### src/rtl/mp_alu_sequencer.sv
// Multi-precision sequencer: walks NBYTES limbs through an 8-bit ALU, chaining the carry/shift bit.
// Optional macro MP_CMP_EARLY_EXIT_EN: COMP stops at the first unequal limb.
module mp_alu_sequencer #(
   parameter int NBYTES = 2
) (
   input  logic                  CLK,
   input  logic                  RESET_N,
   input  logic                  START,
   input  logic [2:0]            CMD,
   input  logic                  CIN,
   input  logic [8*NBYTES-1:0]   A_IN,
   input  logic [8*NBYTES-1:0]   B_IN,
   output logic [2:0]            ALU_OP,
   output logic [7:0]            ALU_A,
   output logic [7:0]            ALU_B,
   output logic                  ALU_SC_IN,
   input  logic [7:0]            ALU_OUT,
   input  logic                  ALU_SC_OUT,
   input  logic                  ALU_ZERO,
   input  logic                  ALU_GREATER,
   output logic                  BUSY,
   output logic                  DONE,
   output logic [8*NBYTES-1:0]   RESULT,
   output logic                  COUT,
   output logic                  ZFLAG,
   output logic                  GFLAG
);

   localparam int IW = (NBYTES > 1) ? $clog2(NBYTES) : 1;
   localparam logic [IW-1:0] LAST = IW'(NBYTES - 1);

   localparam logic [2:0] K_ADD  = 3'd0;
   localparam logic [2:0] K_LSH  = 3'd1;
   localparam logic [2:0] K_RSH  = 3'd2;
   localparam logic [2:0] K_XOR  = 3'd3;
   localparam logic [2:0] K_AND  = 3'd4;
   localparam logic [2:0] K_COMP = 3'd5;

   typedef enum logic [1:0] {S_IDLE, S_RUN, S_DONE} state_t;

   state_t              state, state_nxt;
   logic [2:0]          cmd_q;
   logic [8*NBYTES-1:0] a_q, b_q;
   logic [IW-1:0]       idx;
   logic                carry, zacc, gflag_q, found, cout_q;
   logic                walk_down, chained, last_limb, exit_run;

   assign walk_down = (cmd_q == K_RSH) || (cmd_q == K_COMP);
   assign chained   = (cmd_q == K_ADD) || (cmd_q == K_LSH) || (cmd_q == K_RSH);
   assign last_limb = walk_down ? (idx == '0) : (idx == LAST);

`ifdef MP_CMP_EARLY_EXIT_EN
   assign exit_run = last_limb || ((cmd_q == K_COMP) && !ALU_ZERO);
`else
   assign exit_run = last_limb;
`endif

   assign BUSY   = (state != S_IDLE);
   assign DONE   = (state == S_DONE);
   assign COUT   = cout_q;
   assign ZFLAG  = zacc;
   assign GFLAG  = gflag_q;

   always_comb begin
      state_nxt = state;
      ALU_OP    = 3'd0;
      ALU_A     = 8'd0;
      ALU_B     = 8'd0;
      ALU_SC_IN = 1'b0;
      case (state)
         S_IDLE: begin
            // Reserved commands skip the ALU entirely.
            if (START) state_nxt = (CMD > K_COMP) ? S_DONE : S_RUN;
         end
         S_RUN: begin
            ALU_OP    = cmd_q;
            ALU_A     = a_q[{idx, 3'b000} +: 8];
            ALU_B     = ((cmd_q == K_LSH) || (cmd_q == K_RSH)) ? 8'd0 : b_q[{idx, 3'b000} +: 8];
            ALU_SC_IN = chained ? carry : 1'b0;
            if (exit_run) state_nxt = S_DONE;
         end
         S_DONE:  state_nxt = S_IDLE;
         default: state_nxt = S_IDLE;
      endcase
   end

   always_ff @(posedge CLK or negedge RESET_N) begin
      if (!RESET_N) begin
         state   <= S_IDLE;
         cmd_q   <= 3'd0;
         a_q     <= '0;
         b_q     <= '0;
         idx     <= '0;
         carry   <= 1'b0;
         zacc    <= 1'b0;
         gflag_q <= 1'b0;
         found   <= 1'b0;
         cout_q  <= 1'b0;
         RESULT  <= '0;
      end else begin
         state <= state_nxt;
         case (state)
            S_IDLE: begin
               if (START) begin
                  cmd_q   <= CMD;
                  a_q     <= A_IN;
                  b_q     <= B_IN;
                  carry   <= CIN;
                  RESULT  <= '0;
                  zacc    <= 1'b1;
                  gflag_q <= 1'b0;
                  found   <= 1'b0;
                  cout_q  <= 1'b0;
                  idx     <= ((CMD == K_RSH) || (CMD == K_COMP)) ? LAST : '0;
               end
            end
            S_RUN: begin
               carry <= ALU_SC_OUT;
               if (cmd_q == K_COMP) begin
                  // Only the most significant unequal limb decides the flags.
                  if (!found && !ALU_ZERO) begin
                     found   <= 1'b1;
                     zacc    <= 1'b0;
                     gflag_q <= ALU_GREATER;
                  end
               end else begin
                  RESULT[{idx, 3'b000} +: 8] <= ALU_OUT;
                  zacc <= zacc & (ALU_OUT == 8'd0);
               end
               if (exit_run) cout_q <= chained ? ALU_SC_OUT : 1'b0;
               else          idx    <= walk_down ? idx - 1'b1 : idx + 1'b1;
            end
            default: ;
         endcase
      end
   end

endmodule

### config.mk
export PLATFORM = sky130hd
export DESIGN_NAME = mp_alu_sequencer
export DESIGN_NICKNAME = d
export VERILOG_FILES = /design/src/rtl/mp_alu_sequencer.sv
export SDC_FILE = /design/constraint.sdc
export NUM_CORES = 1
export LEC_CHECK = 0
export CAP_MARGIN = 10
export CELL_PAD_IN_SITES_DETAIL_PLACEMENT = 0
export CELL_PAD_IN_SITES_GLOBAL_PLACEMENT = 1
export CORE_ASPECT_RATIO = 0.7
export CORE_MARGIN = 5
export CORE_UTILIZATION = 36
export CTS_CLUSTER_SIZE = 28
export DETAILED_ROUTE_END_ITERATION = 10
export GPL_TIMING_DRIVEN = 0
export PLACE_DENSITY_LB_ADDON = 0.1
export RECOVER_POWER = 50
export SYNTH_ARGS = -nofsm -noshare
export SYNTH_HDL_FRONTEND = slang
export SYNTH_SLANG_ARGS = --single-unit
### constraint.sdc
create_clock -name CLK -period 1.7 [get_ports CLK]
set_input_delay 0.425 -clock CLK [delete_from_list [all_inputs] [get_ports CLK]]
set_output_delay 0.425 -clock CLK [all_outputs]
set_load 0.02 [all_outputs]
==> results by group <==
Synthesis
  • Leading area contributor after synthesis: dfrtp_1
  • Synth async-reset ratio: between 90% and 100%
  • Number of distinct library cells after synthesis: 42
  • Syn Inst Count: between 200 and 250
  • Avg Cell Area, Syn: roughly 12 um^2
  • Area of the mapped netlist: around 2800 um^2
  • Most frequent cells after synthesis: dfrtp_1, mux2_2, nor2_1, a22o_1, mux2i_1
  • Prevailing post-synth register cell: dfrtp_1
  • Sequential share of the synthesized area: between 50 and 60%
  • Share of the synthesized area in the top cell type: a little over half
  • Flops & latches, synth: 59
  • Top post-synthesis cells by area: dfrtp_1, mux2_2, mux2i_1
  • YS warnings: 0
  • Post-synth EDFFs: 0
  • Syn Nets: ~270
  • Cell with the most instances after synthesis: dfrtp_1

Clocking
  • Worst-path clk slew: ~0.070 ns
  • # clock sinks: 59
  • Clk_lat worst skew: around 0.33 ns
  • Clk root buf: clkbuf_8
  • CTS tree: built
  • CTS Hold Bufs: 0
  • Clock buffer count from CTS: 9
  • Max Buffers Root-to-Sink: 2
  • Htree depth: 3

Finish
  • Share of cells above drive strength 1: 42.6%
  • Nets@finish: about 400
  • Antenna Cells: 0
  • P&R area growth vs syn: 64.5%
  • Util after Layout: between 60% and 70%

Timing
  • Max Slew Vio Count: 0
  • Final Cycle Share: 117%
  • Hold Vio Cnt, Final: 0
  • Tmin final: between 1.5 and 2 ns
  • Least-Margin Pin Slew: 0.775 ns
  • RSZ-0062 raised after global routing: true
  • Max Clock Freq: roughly 500 MHz
  • Setup Total Neg Slack: -4.38 ns
  • Final setup violation count: 24
  • Final hold slack: between 0.15 and 0.2 ns
  • Post-route worst setup slack: -0.297 ns
  • Max-slew headroom: between 40% and 50%
  • Worst Skew: ~0.0050 ns

Floorplan
  • Die height: roughly 83 um
  • DIE AREA: between 9000 and 10000 um^2
  • Core area: ~7400 um^2
  • Rows: 26
  • Starting Density: between 30% and 40%
  • Die width: between 100 and 150 um
  • Num ports: 91

Outcome
  • Outcome: finished with violations
  • Failing checks: negative setup slack

Route
  • Via count: 2278
  • 1st-iter DRT viols: 63
  • Detail Route Antenna Nets: 0
  • Vias/cell: 5.01
  • Drt total wl: between 7 and 8 mm
  • Routed WL per cell: around 17 um
  • Detailed-route DRC error count: 0
  • Drt first pass iters: 6

Critical path
  • CP endpoint kind: output port
  • Critical path class: flop to output port
  • Critical Path Fanout Max: 8
  • Critical Path AT: ~1.6 ns
  • Required time at the worst-slack endpoint: between 1 and 1.5 ns
  • CP Launch Type: flop

Global routing
  • Vias in the first global route: approximately 2400
  • GR Overflow Total: 0
  • Total track usage: roughly 16%
  • First-pass GRT wire length: roughly 12 mm
  • Largest net degree at the start of global routing: 32
  • Initial antenna violation count: 0

Placed design
  • RePlAce Congestion: around 0.77
  • Detailed placement HPWL: about 5.1 mm
  • IO buf count: 90

Pwr
  • Pleak: between 0.002 and 0.0025 uW
  • VDD IR max: just under 0.0009 V
  • Overall power: 9290 uW
  • Pwr per Cell Area: slightly above 2000 nW/um^2

Hold path
  • Min-Delay Path Class: primary input to asynchronous set/reset pin

Flow run
  • Max Cap Viol: 0
per-stage QoR:
step	area (um^2)	cells	worst slack, ns
after detailed placement	3820	412	-0.729
final	4540	455	-0.297
after global placement	3810	411	-1.78
after CTS	4320	444	-0.280
after global routing	4540	455	-0.335
after floorplan	2790	223	0.0144
cells by family (layout without fill, tap and decap cells):
kind of cell,after synthesis,in the layout,share of synthesized area (%)
AO/OA/AOI/OAI,37,37,11.0
XOR/XNOR,1,1,0.317
buffers and inverters,14,148,3.22
flip-flops,59,59,53.5
AND/OR/NAND/NOR,61,61,11.9
multiplexers,51,51,20.1
metal layers:
metal / wire, um / GRT usage (%) / up-vias
met5: 0 / 0 / -
met4: 122 / 4.96 / 0
met3: 559 / 5.60 / 10
met2: 3610 / 24.8 / 73
met1: 3410 / 21.7 / 1120
li1: - / - / 1075
repair_timing:
item / CTS / global route
setup buffers: 15 / 13
cloned: 1 / 1
setup endpoints to repair: 68 / 27
pin swaps: 6 / 13
resized for setup: 177 / 37
cell usage in the layout, fill, tap and decap left out, types with 2 or more instances in the layout:
cell | synthesis | routed
and2_4 | 0 | 3
nor2_2 | 1 | 7
clkinv_2 | 0 | 2
o21ai_0 | 3 | 2
buf_6 | 2 | 28
buf_4 | 3 | 27
mux2i_4 | 0 | 3
clkdlybuf4s50_1 | 0 | 47
nand2_1 | 9 | 9
nand3b_1 | 2 | 2
clkbuf_2 | 0 | 2
nor2_1 | 22 | 11
a22o_1 | 16 | 16
nor2_4 | 0 | 5
nand2b_1 | 4 | 3
mux2_2 | 35 | 34
or3b_1 | 2 | 2
mux2i_2 | 0 | 2
buf_12 | 0 | 3
mux2i_1 | 16 | 11
dfrtp_1 | 59 | 59
nor4_1 | 2 | 2
nand3_1 | 3 | 3
dlygate4sd2_1 | 0 | 20
clkbuf_8 | 0 | 11
bufinv_16 | 0 | 3
nor2b_4 | 0 | 2
a21oi_1 | 6 | 5
state kept, by name (all words and copies together) (netlist names):
name,count
GFLAG,1
carry,1
b_q,16
state,2
RESULT,16
ZFLAG,1
found,1
cmd_q,3
idx,1
a_q,16
COUT,1
worst paths after layout:
check / depth (start not counted) / to / from / slack [ns]
min reg2reg: 1 / RESULT[13] / RESULT[13] / 0.50
min in group CLK: 1 / RESULT[13] / RESULT[13] / 0.50
max: 6 / ALU_B[5] / state[0] / -0.30
max reg2reg: 5 / RESULT[1] / state[0] / 0
min: 1 / b_q[10] / RESET_N / 0.15
max in group asynchronous: 2 / cmd_q[2] / RESET_N / 0.33
cell type report:
cell class	instances	area, um^2
multi-input combinational	150	1380
clock inverter	5	100
clock buffer	11	141
timing repair buffer	119	1160
fill	615	2850
buffer	13	156
tap	98	123
sequential	59	1480
report_power, final:
part           internal [uW]  switching, uW  leakage [uW]  total, uW
logic                   2770           2450       0.00122       5220
registers               2100            408      0.000727       2510
clock network           1010            556      0.000123       1570
worst max-delay path, cell delays in order, from the launching register on:
cell,delay [ns]
dfrtp_1,0.41
buf_6,0.13
nor2b_4,0.22
o21ai_4,0.09
buf_12,0.16
nor2_2,0.09
buf_4,0.15
No activity file was read; power rests on OpenSTA's default activity.
